[src/rtl/mag_comp_seq_if.sv]
// Handshake/operand bundle for mag_comp_seq.
// The master side drives start and the operands; the slave side returns busy/done and the result.
interface mag_comp_seq_if #(
    parameter int WIDTH = 16
);
    logic             start;
    logic             signed_mode;
    logic [WIDTH-1:0] a;
    logic [WIDTH-1:0] b;
    logic             busy;
    logic             done;
    logic             eq;
    logic             gr;
    logic             lt;

    modport master (output start, signed_mode, a, b, input  busy, done, eq, gr, lt);
    modport slave  (input  start, signed_mode, a, b, output busy, done, eq, gr, lt);
endinterface

[src/rtl/mag_comp_seq.sv]
// Multi-cycle MSB-first magnitude comparator, CHUNK bits per cycle, unsigned or signed.
// Define MAG_COMP_CONST_TIME_EN to always scan every chunk (data-independent latency).
module mag_comp_seq #(
    parameter int WIDTH = 16,
    parameter int CHUNK = 4
) (
    input  logic           clk,
    input  logic           rst_n,
    mag_comp_seq_if.slave  bus
);
    localparam int NCHUNK = WIDTH / CHUNK;
    localparam int IDX_W  = (NCHUNK > 1) ? $clog2(NCHUNK) : 1;
    localparam logic [IDX_W-1:0] LAST_IDX = IDX_W'(NCHUNK - 1);
    localparam logic [WIDTH-1:0] MSB_MASK = {1'b1, {(WIDTH-1){1'b0}}};

    typedef enum logic {IDLE, CMP} state_t;

    state_t           state, state_nxt;
    logic [IDX_W-1:0] idx, idx_nxt;
    logic [WIDTH-1:0] a_sh, b_sh;
    logic             busy_q, done_q, eq_q, gr_q, lt_q;
    logic             busy_nxt, done_nxt, eq_nxt, gr_nxt, lt_nxt;
    logic [CHUNK-1:0] ca, cb;
    logic             last, accept;

    // Operands are shifted left each cycle so the active chunk always sits at the top.
    assign ca     = a_sh[WIDTH-1 -: CHUNK];
    assign cb     = b_sh[WIDTH-1 -: CHUNK];
    assign last   = (idx == LAST_IDX);
    assign accept = (state == IDLE) && bus.start;

`ifdef MAG_COMP_CONST_TIME_EN
    logic seen, seen_gr, seen_nxt, seen_gr_nxt;
`endif

    always_ff @(posedge clk or negedge rst_n) begin
        if (!rst_n) begin
            state  <= IDLE;
            idx    <= '0;
            busy_q <= 1'b0;
            done_q <= 1'b0;
            eq_q   <= 1'b0;
            gr_q   <= 1'b0;
            lt_q   <= 1'b0;
`ifdef MAG_COMP_CONST_TIME_EN
            seen    <= 1'b0;
            seen_gr <= 1'b0;
`endif
        end else begin
            state  <= state_nxt;
            idx    <= idx_nxt;
            busy_q <= busy_nxt;
            done_q <= done_nxt;
            eq_q   <= eq_nxt;
            gr_q   <= gr_nxt;
            lt_q   <= lt_nxt;
`ifdef MAG_COMP_CONST_TIME_EN
            seen    <= seen_nxt;
            seen_gr <= seen_gr_nxt;
`endif
        end
    end

    // Flipping both MSBs maps two's complement onto offset binary, so one unsigned path serves both modes.
    always_ff @(posedge clk or negedge rst_n) begin
        if (!rst_n) begin
            a_sh <= '0;
            b_sh <= '0;
        end else if (accept) begin
            a_sh <= bus.a ^ (bus.signed_mode ? MSB_MASK : '0);
            b_sh <= bus.b ^ (bus.signed_mode ? MSB_MASK : '0);
        end else if (state == CMP) begin
            a_sh <= a_sh << CHUNK;
            b_sh <= b_sh << CHUNK;
        end
    end

    always_comb begin
        state_nxt = state;
        idx_nxt   = idx;
        busy_nxt  = busy_q;
        done_nxt  = 1'b0;
        eq_nxt    = eq_q;
        gr_nxt    = gr_q;
        lt_nxt    = lt_q;
`ifdef MAG_COMP_CONST_TIME_EN
        seen_nxt    = seen;
        seen_gr_nxt = seen_gr;
`endif
        case (state)
            IDLE: begin
                if (bus.start) begin
                    state_nxt = CMP;
                    idx_nxt   = '0;
                    busy_nxt  = 1'b1;
`ifdef MAG_COMP_CONST_TIME_EN
                    seen_nxt    = 1'b0;
                    seen_gr_nxt = 1'b0;
`endif
                end
            end
            CMP: begin
`ifdef MAG_COMP_CONST_TIME_EN
                // Only the first difference decides; later chunks are scanned purely for timing.
                if (!seen && (ca != cb)) begin
                    seen_nxt    = 1'b1;
                    seen_gr_nxt = (ca > cb);
                end
                if (last) begin
                    state_nxt = IDLE;
                    busy_nxt  = 1'b0;
                    done_nxt  = 1'b1;
                    if (seen) begin
                        eq_nxt = 1'b0;
                        gr_nxt = seen_gr;
                        lt_nxt = !seen_gr;
                    end else begin
                        eq_nxt = (ca == cb);
                        gr_nxt = (ca > cb);
                        lt_nxt = (ca < cb);
                    end
                end else begin
                    idx_nxt = idx + 1'b1;
                end
`else
                if (ca != cb) begin
                    state_nxt = IDLE;
                    busy_nxt  = 1'b0;
                    done_nxt  = 1'b1;
                    eq_nxt    = 1'b0;
                    gr_nxt    = (ca > cb);
                    lt_nxt    = (ca < cb);
                end else if (last) begin
                    state_nxt = IDLE;
                    busy_nxt  = 1'b0;
                    done_nxt  = 1'b1;
                    eq_nxt    = 1'b1;
                    gr_nxt    = 1'b0;
                    lt_nxt    = 1'b0;
                end else begin
                    idx_nxt = idx + 1'b1;
                end
`endif
            end
            default: state_nxt = IDLE;
        endcase
    end

    assign bus.busy = busy_q;
    assign bus.done = done_q;
    assign bus.eq   = eq_q;
    assign bus.gr   = gr_q;
    assign bus.lt   = lt_q;
endmodule

[src/flat_wrapper.sv]
// flat-port wrapper written by rule: the top's interface ports become plain ports
module mag_comp_seq_flat 
#(
    parameter int WIDTH = 16,
    parameter int CHUNK = 4
)
  (clk, rst_n, bus_start, bus_signed_mode, bus_a, bus_b, bus_busy, bus_done, bus_eq, bus_gr, bus_lt);
  mag_comp_seq_if #(.WIDTH(WIDTH)) bus_i ();
  input  logic clk;
  input  logic rst_n;
  input wire logic [$bits(bus_i.start)-1:0] bus_start;
  input wire logic [$bits(bus_i.signed_mode)-1:0] bus_signed_mode;
  input wire logic [$bits(bus_i.a)-1:0] bus_a;
  input wire logic [$bits(bus_i.b)-1:0] bus_b;
  output wire logic [$bits(bus_i.busy)-1:0] bus_busy;
  output wire logic [$bits(bus_i.done)-1:0] bus_done;
  output wire logic [$bits(bus_i.eq)-1:0] bus_eq;
  output wire logic [$bits(bus_i.gr)-1:0] bus_gr;
  output wire logic [$bits(bus_i.lt)-1:0] bus_lt;
  assign bus_i.start = bus_start;
  assign bus_i.signed_mode = bus_signed_mode;
  assign bus_i.a = bus_a;
  assign bus_i.b = bus_b;
  assign bus_busy = bus_i.busy;
  assign bus_done = bus_i.done;
  assign bus_eq = bus_i.eq;
  assign bus_gr = bus_i.gr;
  assign bus_lt = bus_i.lt;
  mag_comp_seq #(.WIDTH(WIDTH), .CHUNK(CHUNK)) u_core (.clk(clk), .rst_n(rst_n), .bus(bus_i));
endmodule
[config.mk]
export PLATFORM = sky130hd
export DESIGN_NAME = mag_comp_seq_flat
export DESIGN_NICKNAME = d
export VERILOG_FILES = /design/src/rtl/mag_comp_seq_if.sv /design/src/rtl/mag_comp_seq.sv /design/src/flat_wrapper.sv
export SDC_FILE = /design/constraint.sdc
export NUM_CORES = 1
export LEC_CHECK = 0
export ABC_CLOCK_PERIOD_IN_PS = 3000
export CAP_MARGIN = 15
export CORE_MARGIN = 10
export CORE_UTILIZATION = 50
export CTS_BUF_LIST = sky130_fd_sc_hd__clkbuf_4 sky130_fd_sc_hd__clkbuf_8
export DETAILED_ROUTE_END_ITERATION = 10
export PLACE_DENSITY = 0.79
export SLEW_MARGIN = 20
export SYNTH_ARGS = -nofsm -noshare
export SYNTH_HDL_FRONTEND = slang
export SYNTH_SLANG_ARGS = --single-unit
[constraint.sdc]
create_clock -name clk -period 3 [get_ports clk]
set_input_delay 0.75 -clock clk [delete_from_list [all_inputs] [get_ports clk]]
set_output_delay 0.75 -clock clk [all_outputs]
set_load 0.02 [all_outputs]
==> results.md, run 1 <==
- Outcome: finished, final reports clean
- Hold Path Class: reg -> reg
- Vias in the first global route: around 1,500
- Final nets: 259
- Crit path arrival time: 1260 ps
- Post_cts resized: 0
- Core area: 0.003661 sq mm
- Standard-cell rows: 22
- Power Density: 834.2 mW/mm^2
- Detail Route Antenna Nets: 0
- CP Launch Type: flop
- Area Growth Syn to Fin: 25.77%
- Num Clock Sinks: 40
- Worst path bufs/invs: 1
- FMAX: 498.4 MHz
- Unrepaired setup endpoints after global routing: false
- Final hold violations: 0
- Clk_lat worst skew: between 200 and 300 ps
- CP Cell Sequence: clkdlybuf4s50_1
- Synthesized area: 0.001898 sq mm
- CTS root buf: clkbuf_8
- Worst vdd ir: 0.0004704 V
- Kind of critical path: reg -> out
- Max Cap Viol: 0
- Hold Slack: 485.4 ps
- Post-Syn Instances: 180
- Seq/Total Area, Yosys: between 50% and 60%
- Worst-Margin Slew: 852.1 ps
- Setup_tns: 0 ps
- Crit. End Element: output port
- Net Count, Synth: 221
- DRT iter0 DRCs: 70
- Area share of the largest cell type after synthesis: between 50% and 60%
- Total Wirelength: 3848 um
- Chip Width: around 82 um
- Initial antenna violation count: 0
- Yosys cell types: 23
- DRC violations left: 0
- Die Footprint: 0.006660 sq mm
- Layout fillers: 339
- GP Congestion: between 0.7 and 0.8
- Layout cells sized above 1: under 10%
- WP data required: roughly 2300 ps
- Min cycle time layout: 2006 ps
- Clk slew on worst S/H paths: 70 ps
- Initial Util: 51.85%
- Setup Buffers After CTS: 0
- Worst slew margin: 43.19%
- Die height: 81.61 um
- Clk_skew: roughly 3.5 ps
- Area contributors post-synth: dfrtp_1 (53%), mux2i_1 (16%), nand2_1 (6.5%)
- First-pass GRT wire length: about 6600 um
- CTS H-tree depth: 2
- GR Util All Layers: approximately an eighth
- Crit Path Max Fanout: 3
- Synth warn: 0
- Pre-antenna DRT Iters: 4
- Tcrit/Tclk final: 66.88%
- Largest area contributor in the netlist: dfrtp_1
- Port Buffer Count: 40
- P_leak: 1.113 nW
- GRT overflow: 0
- CTS buffer count: 5
- CP max stage delay: between 600 and 700 ps
- Post-Synthesis Mean Instance Area: 10.54 sq um
- Vias/cell: between 5 and 6
- Num ports: 41
- Largest net degree at the start of global routing: 46
- Via Count: approximately 1,400
- CTS tree: yes
- CP max-delay cell: clkdlybuf4s50_1
- Hold_buf cts: 0
- Final HPWL DP: 2812 um
- Synthesized flop and latch total: 40
- Antenna cell count: 0
- CP top delay family: buffers and inverters
- Count of pins over their slew limit: 0
- WL/cell: roughly 14 um
- Setup violators final: 0
- Worst-case clock buffer depth: 2
==> cell usage after synthesis, drive strengths merged <==
| cell | number |
|---|---|
| xnor2 | 2 |
| clkbuf | 2 |
| a21oi | 4 |
| o21ai | 29 |
| ha | 5 |
| mux2 | 1 |
| nor3b | 1 |
| a21o | 1 |
| dfrtp | 40 |
| buf | 9 |
| nand4 | 1 |
| nand3 | 2 |
| and3 | 1 |
| inv | 5 |
| nand2 | 33 |
| mux2i | 30 |
| nor2 | 11 |
| o211ai | 1 |
| xor2 | 1 |
| a31o | 1 |
==> registers in the layout, indices dropped and copies added (netlist names) <==
| register | flops |
|---|---|
| u_core.b_sh | 16 |
| u_core.state | 1 |
| u_core.bus.eq | 1 |
| u_core.bus.gr | 1 |
| u_core.bus.busy | 1 |
| u_core.bus.done | 1 |
| u_core.bus.lt | 1 |
| u_core.idx | 2 |
| u_core.a_sh | 16 |
==> layout make-up <==
type | count | area, sq um | share of cell area, %
clock buffer | 6 | 76.32 | 3.197
inverter | 5 | 18.77 | 0.7862
sequential | 40 | 1002 | 41.98
tap | 48 | 60.06 | 2.516
timing repair buffer | 42 | 417.9 | 17.51
multi-input combinational | 124 | 807.0 | 33.81
clock inverter | 1 | 5.005 | 0.2096
==> worst paths after layout <==
kind	slack, ps	depth (start not counted)	from	endpoint
max	990	1	u_core.bus.busy$_DFFE_PN0P_	bus_busy
min	490	2	u_core.b_sh[0]$_DFFE_PN0P_	u_core.b_sh[4]$_DFFE_PN0P_
max reg2reg	1480	6	u_core.b_sh[14]$_DFFE_PN0P_	u_core.bus.gr$_DFFE_PN0P_
min reg2reg	490	2	u_core.b_sh[0]$_DFFE_PN0P_	u_core.b_sh[4]$_DFFE_PN0P_
max in group asynchronous	1830	1	rst_n	u_core.state$_DFF_PN0_
min in group asynchronous	570	1	rst_n	u_core.a_sh[0]$_DFFE_PN0P_
==> per-layer routing <==
| metal | part of all wire, % | vias to the layer above | track usage (%) |
|---|---|---|---|
| met5 | 0 | - | 0 |
| met4 | 0.55 | 0 | 3.571 |
| met3 | 5.8 | 2 | 4.476 |
| met2 | 49 | 33 | 20.70 |
| met1 | 45 | 637 | 14.96 |
| li1 | - | 688 | - |
==> cell families after synthesis <==
| kind of cell | share of synthesized area [%] |
|---|---|
| muxes | 16.41 |
| DFF | 52.74 |
| xor gates and xnor gates | 1.385 |
| buffers and inverters | 4.746 |
| AOI/OAI and AO/OA | 9.954 |
| adders and majority gates | 3.296 |
| and+or+nand+nor | 11.47 |
==> power breakdown <==
group / switching, mW / internal (mW) / leakage (nW)
Sequential: 0.162 / 0.775 / 0.502
Clock: 0.168 / 0.167 / 0.0445
Combinational: 0.388 / 0.331 / 0.567
Total: 0.719 / 1.27 / 1.11
==> metrics by stage <==
stage                     cells  power (mW)  utilization, %  setup slack (ps)  cell area (sq um)
after floorplan             180       1.442               -              1580               1898
after global placement      259       1.625           62.99              1267               2306
after detailed placement    259       1.674           62.99              1220               2306
after CTS                   266       2.013           65.21             976.6               2387
after global routing        266       2.167           65.21             916.0               2387
final                       266       1.991           65.21             993.7               2387
==> layout by cell type, fill, tap and decap left out <==
master / Yosys / layout
buf_12: 0 / 1
inv_1: 5 / 5
o211ai_1: 1 / 1
buf_4: 0 / 1
o21ai_0: 19 / 19
a21oi_1: 4 / 4
dfrtp_2: 0 / 1
mux2_2: 1 / 1
nor3b_1: 1 / 1
buf_2: 6 / 2
nand3_1: 2 / 2
o21ai_1: 10 / 10
a21o_1: 1 / 1
and3_1: 1 / 1
nand4_4: 1 / 1
clkinv_2: 0 / 1
xnor2_1: 2 / 2
mux2i_1: 30 / 30
nand2_1: 33 / 33
ha_1: 5 / 5
clkdlybuf4s50_1: 0 / 38
xor2_1: 1 / 1
nor2_1: 10 / 10
nor2_4: 1 / 1
clkbuf_4: 0 / 1
dfrtp_1: 40 / 39
a31o_2: 1 / 1
clkbuf_8: 0 / 5
Note: power is estimated with default switching activity, not from simulation.
==> run 2, diff against run 1 <==
--- a/config.mk
+++ b/config.mk
@@ -5,7 +5,7 @@
 export SDC_FILE = /design/constraint.sdc
 export NUM_CORES = 1
 export LEC_CHECK = 0
-export ABC_CLOCK_PERIOD_IN_PS = 3000
+export ABC_CLOCK_PERIOD_IN_PS = 1890
 export CAP_MARGIN = 15
 export CORE_MARGIN = 10
 export CORE_UTILIZATION = 50
==> constraint.sdc (replaced) <==
create_clock -name clk -period 1.89 [get_ports clk]
set_input_delay 0.4725 -clock clk [delete_from_list [all_inputs] [get_ports clk]]
set_output_delay 0.4725 -clock clk [all_outputs]
set_load 0.02 [all_outputs]
==> run 2 against run 1 <==
  * Hold slack worse by 350 ps
  * Clock-buffer cell count increased by 2
  * Cell area is 2.3% higher
  * Highest routed layer unchanged
  * Clock skew grew 1.7 ps
  * Combinational power is 70% higher
  * Worst setup slack got worse by 850 ps
  * Register-to-register slack got worse by 1100 ps
  * Routed wire length grew 6.1%
  * Via count shrank 0.15%
  * Non-clock buffer count is 1 higher
  * First-iteration DRC count increased by 33%
  * Critical path type unchanged
  * Die area stayed put
  * Critical endpoint is now bus_lt
==> results.md, run 2 (same netlist as run 1, synthesis figures left out) <==
- Worst slew margin: 69.76%
- Unrepaired setup endpoints after global routing: false
- CP top delay family: buffers and inverters
- Antenna cell count: 0
- Commonest cells after routing, fill and taps aside: dfrtp_1 (39), clkdlybuf4s50_1 (38), nand2_1 (33)
- Chip Width: around 80 um
- Clk_lat worst skew: 280 ps
- Crit. End Element: output port
- Core area: around 0.0037 sq mm
- GRT overflow: 0
- Num ports: 41
- RR Startpoint: u_core.b_sh[15]$_DFFE_PN0P_
- Worst vdd ir: 0.0006711 V
- Most common library cell in the layout ignoring fill and taps: dfrtp_1
- Post_cts resized: 0
- Hold Path Class: in -> async
- Total Wirelength: 4084 um
- Hold_buf cts: 0
- CTS tree: yes
- First-pass GRT wire length: 6844 um
- Placed Area: around 0.0023 sq mm
- Initial Util: 51.85%
- Crit Path Max Fanout: 2
- Top Registers: u_core.a_sh x16, u_core.b_sh x16, u_core.idx x2
- Die Footprint: approximately 0.0067 sq mm
- CP Cell Sequence: clkdlybuf4s50_1
- Layout cells sized above 1: 8.182%
- Final hold violations: 0
- Outcome: finished, final reports clean
- Vias in the first global route: 1,427
- Fin worst setup slack: 143.8 ps
- R2R Setup Slk: about 360 ps
- GP Congestion: 0.7524
- Worst-Margin Slew: 453.7 ps
- Tcrit/Tclk final: 92.39%
- CP max stage delay: 610 ps
- Setup Buffers After CTS: 0
- Pre-antenna DRT Iters: 4
- Initial antenna violation count: 0
- GR Util All Layers: 12.96%
- Die height: 81.61 um
- CTS root buf: clkbuf_8
- Clk slew on worst S/H paths: 70 ps
- P_leak: 1.137 nW
- Worst path bufs/invs: 1
- WP data required: about 1400 ps
- DRC violations left: 0
- Power Density: roughly 1400 mW/mm^2
- DRT iter0 DRCs: between 90 and 100
- Largest net degree at the start of global routing: 56
- CTS H-tree depth: 2
- Setup violators final: 0
- RR Endpoint: u_core.bus.gr$_DFFE_PN0P_
- Crit path arrival time: 1270 ps
- Setup_tns: 0 ps
- CP Launch Type: flop
- CP max-delay cell: clkdlybuf4s50_1
- Layout Utilization: roughly two thirds
- Area Growth Syn to Fin: 28.67%
- WL/cell: 15.24 um
- FMAX: 572.7 MHz
- Placement Setup Slack: 375.8 ps
- Final nets: 260
- Worst-case clock buffer depth: 2
- Clk_skew: 5.223 ps
- Max Cap Viol: 0
- Via Count: 1,358
- Detail Route Antenna Nets: 0
- Vias/cell: slightly above 5
- Kind of critical path: reg -> out
- Standard-cell rows: 22
- Port Buffer Count: 40
- Count of pins over their slew limit: 0
- Min cycle time layout: around 1700 ps
- R2r worst-path depth: 6
- CTS buffer count: 5
- Num Clock Sinks: 40
- Final instance area: 0.002442 sq mm
- Hold Slack: roughly 130 ps
- Final HPWL DP: 2946 um
[run 2: changes by cell type in the layout (fill, tap and decap cells not counted)]
cell      delta
buf_12       +2
buf_4        -1
clkbuf_8     +2
clkinv_2     -1
[run 2: where the power goes]
part / switching (mW) / internal, mW
Clock: 0.276 / 0.347
Sequential: 0.250 / 1.23
Combinational: 0.665 / 0.556
Total: 1.19 / 2.13
[run 2: how the worst max path moves through the flow]
| stage | slack, ps | depth (start not counted) | from | end |
|---|---|---|---|---|
| 6_report | 140 | 1 | u_core.bus.lt$_DFFE_PN0P_ | bus_lt |
| 5_1_grt | 110 | 1 | u_core.bus.busy$_DFFE_PN0P_ | bus_busy |
| 4_1_cts | 130 | 1 | u_core.bus.lt$_DFFE_PN0P_ | bus_lt |
| 3_5_place_dp | 380 | 5 | bus_signed_mode | u_core.a_sh[15]$_DFFE_PN0P_ |
| 3_3_place_gp | 440 | 5 | bus_signed_mode | u_core.b_sh[15]$_DFFE_PN0P_ |
| 2_1_floorplan | 500 | 6 | u_core.b_sh[15]$_DFFE_PN0P_ | u_core.bus.gr$_DFFE_PN0P_ |
[run 2: worst reg2reg max path, cell delays in order, from the launching register on]
cell     delay (ps)
dfrtp_1         350
inv_1            50
ha_1            350
nand4_4         150
nand2_1         120
and3_1          200
a31o_2          210
[run 2: cell type report]
| type | instances | area, sq um |
|---|---|---|
| Fill cell | 306 | 1219 |
| Sequential cell | 40 | 1002 |
| Multi-Input combinational cell | 124 | 807.0 |
| Timing Repair Buffer | 43 | 450.4 |
| Clock buffer | 8 | 103.9 |
| Tap cell | 48 | 60.06 |
| Inverter | 5 | 18.77 |
[run 2: metrics by stage]
stage | total power, mW | instances
finish | 3.325 | 268
global route | 3.580 | 268
CTS | 3.343 | 268
global placement | 2.615 | 260
detailed placement | 2.712 | 260
floorplan | 2.289 | 180
[run 2: per-layer routing]
layer  global-route usage [%]  up-vias  wire, um
met2                    21.41       37      1976
met3                    3.930        4       240
met5                        0        -         0
li1                         -      687         -
met4                    4.082        0        37
met1                    15.92      630      1829
==> run 3, diff against run 2 <==
--- a/config.mk
+++ b/config.mk
@@ -11,6 +11,7 @@
 export CORE_UTILIZATION = 50
 export CTS_BUF_LIST = sky130_fd_sc_hd__clkbuf_4 sky130_fd_sc_hd__clkbuf_8
 export DETAILED_ROUTE_END_ITERATION = 10
+export MAX_ROUTING_LAYER = met4
 export PLACE_DENSITY = 0.79
 export SLEW_MARGIN = 20
 export SYNTH_ARGS = -nofsm -noshare
==> run 3 against run 2 <==
  * Via count increased by 1.2%
  * Clock-buffer cell count stayed put
  * Total power about the same
  * Routed wire length is 0.12% higher
  * Sequential power about the same
  * Combinational power about the same
  * Cell count stayed put
  * Clock power about the same
  * Non-clock buffer count is the same
  * Critical endpoint unchanged
==> results.md, run 3 (same netlist as run 1, synthesis figures left out) <==
- Net switching power: 1.192 mW
- Area Growth Syn to Fin: 28.67%
- Int Pwr: 2.134 mW
- Logic gate share of total power: 36.7%
- DRT iter0 DRCs: 123
- Initial antenna violation count: 0
- Count of pins over their slew limit: 0
- Unrepaired setup endpoints after global routing: false
- CTS root buf: clkbuf_8
- Crit Path Max Fanout: 2
- Worst-Margin Slew: 449.8 ps
- Worst-case clock buffer depth: 2
- Clk pwr share: 18.7%
- Num Clock Sinks: 40
- Worst slew margin: a little over two thirds
- Largest net degree at the start of global routing: 56
- Final nets: 260
- Sequential Power Share: 44.6%
- Die Footprint: 0.006660 sq mm
- Kind of critical path: reg -> out
- CP Launch Type: flop
- Final hold violations: 0
- Post_cts resized: 0
- Worst vdd ir: 0.0006750 V
- Setup_tns: 0 ps
- CP top delay family: buffers and inverters
- WP data required: 1420 ps
- Initial Util: 51.85%
- Placement Setup Slack: between 300 and 400 ps
- First-pass GRT wire length: 6865 um
- Vias/cell: 5.127
- Total Wirelength: 4089 um
- Pwr Total: 3.325 mW
- FMAX: 574.0 MHz
- Layout fillers: 306
- WL/cell: 15.26 um
- Layout Utilization: 66.71%
- Crit path arrival time: between 1000 and 1500 ps
- Core area: 0.003661 sq mm
- GP Congestion: roughly 0.76
- Pre-antenna DRT Iters: 4
- Antenna cell count: 0
- GR Util All Layers: 13.40%
- Max Cap Viol: 0
- Layout cells sized above 1: 8.182%
- Tcrit/Tclk final: 92.17%
- P_leak: between 1 and 1.5 nW
- Net Sw Frac: 35.84%
- Most common library cell in the layout ignoring fill and taps: dfrtp_1
- Hold_buf cts: 0
- Num ports: just over 40
- Detail Route Antenna Nets: 0
- CTS tree: yes
- Die height: around 80 um
- Min cycle time layout: 1742 ps
- Fin worst setup slack: about 150 ps
- Worst path bufs/invs: 1
- Setup violators final: 0
- Commonest cells after routing, fill and taps aside: dfrtp_1 (39), clkdlybuf4s50_1 (38), nand2_1 (33)
- GRT overflow: 0
- Port Buffer Count: 40
- Top Registers: u_core.a_sh x16, u_core.b_sh x16, u_core.idx x2
- Power Density: between 1000 and 1500 mW/mm^2
- Chip Width: 81.61 um
- Setup Buffers After CTS: 0
- CP Cell Sequence: clkdlybuf4s50_1
- Clk_skew: 5.262 ps
- Crit. End Element: output port
- CP max stage delay: 610 ps
- Clk_lat worst skew: roughly 280 ps
- CP max-delay cell: clkdlybuf4s50_1
- Clk slew on worst S/H paths: 80 ps
- Standard-cell rows: 22
- Final HPWL DP: just under 3000 um
- Outcome: finished, final reports clean
- Via Count: 1,374
- CTS buffer count: 5
- Hold Path Class: in -> async
- Vias in the first global route: about 1,400
- CTS H-tree depth: 2
- DRC violations left: 0
-- run 3: cell counts in the layout (fill, tap and decap cells not counted) --
No cell type changed its count.
-- run 3: layer usage --
metal,track usage (%),vias to the layer above,wire length [um]
met5,-,-,0
met4,4.082,0,37
met3,3.712,4,220
met2,21.33,38,1980
met1,16.25,645,1851
li1,-,687,-
-- run 3: final cells by class --
class,count,area (sq um),share of cell area [%]
Inverter,5,18.77,0.7684
Clock buffer,8,103.9,4.252
Multi-Input combinational cell,124,807.0,33.04
Timing Repair Buffer,43,450.4,18.44
Tap cell,48,60.06,2.459
Sequential cell,40,1002,41.03
-- run 3: power groups by stage --
stage / clock network, mW / logic [mW] / registers, mW
CTS: 0.634 / 1.23 / 1.48
global route: 0.674 / 1.37 / 1.54
detailed placement: 0 / 1.22 / 1.49
global placement: 0 / 1.15 / 1.46
finish: 0.623 / 1.22 / 1.48
floorplan: 0 / 0.844 / 1.45
-- run 3: metrics by stage --
| step | hold WS [ps] | cell area, sq um | instances |
|---|---|---|---|
| after floorplan | 176.9 | 1898 | 180 |
| after global placement | 440.0 | 2338 | 260 |
| after detailed placement | 443.7 | 2338 | 260 |
| after CTS | 138.9 | 2442 | 268 |
| after global routing | 149.3 | 2442 | 268 |
| final | 128.9 | 2442 | 268 |
-- run 3: worst paths after layout --
| path | startpoint | end | slack (ps) | cells past startpoint |
|---|---|---|---|---|
| worst min register to register | u_core.a_sh[10]$_DFFE_PN0P_ | u_core.a_sh[14]$_DFFE_PN0P_ | 480 | 2 |
| worst max register to register | u_core.b_sh[15]$_DFFE_PN0P_ | u_core.bus.gr$_DFFE_PN0P_ | 360 | 6 |
| worst min-delay path | rst_n | u_core.a_sh[4]$_DFFE_PN0P_ | 130 | 1 |
| max in group asynchronous | rst_n | u_core.b_sh[0]$_DFFE_PN0P_ | 1290 | 2 |
| worst max-delay path | u_core.bus.lt$_DFFE_PN0P_ | bus_lt | 150 | 1 |
| min in group clk | u_core.a_sh[10]$_DFFE_PN0P_ | u_core.a_sh[14]$_DFFE_PN0P_ | 480 | 2 |
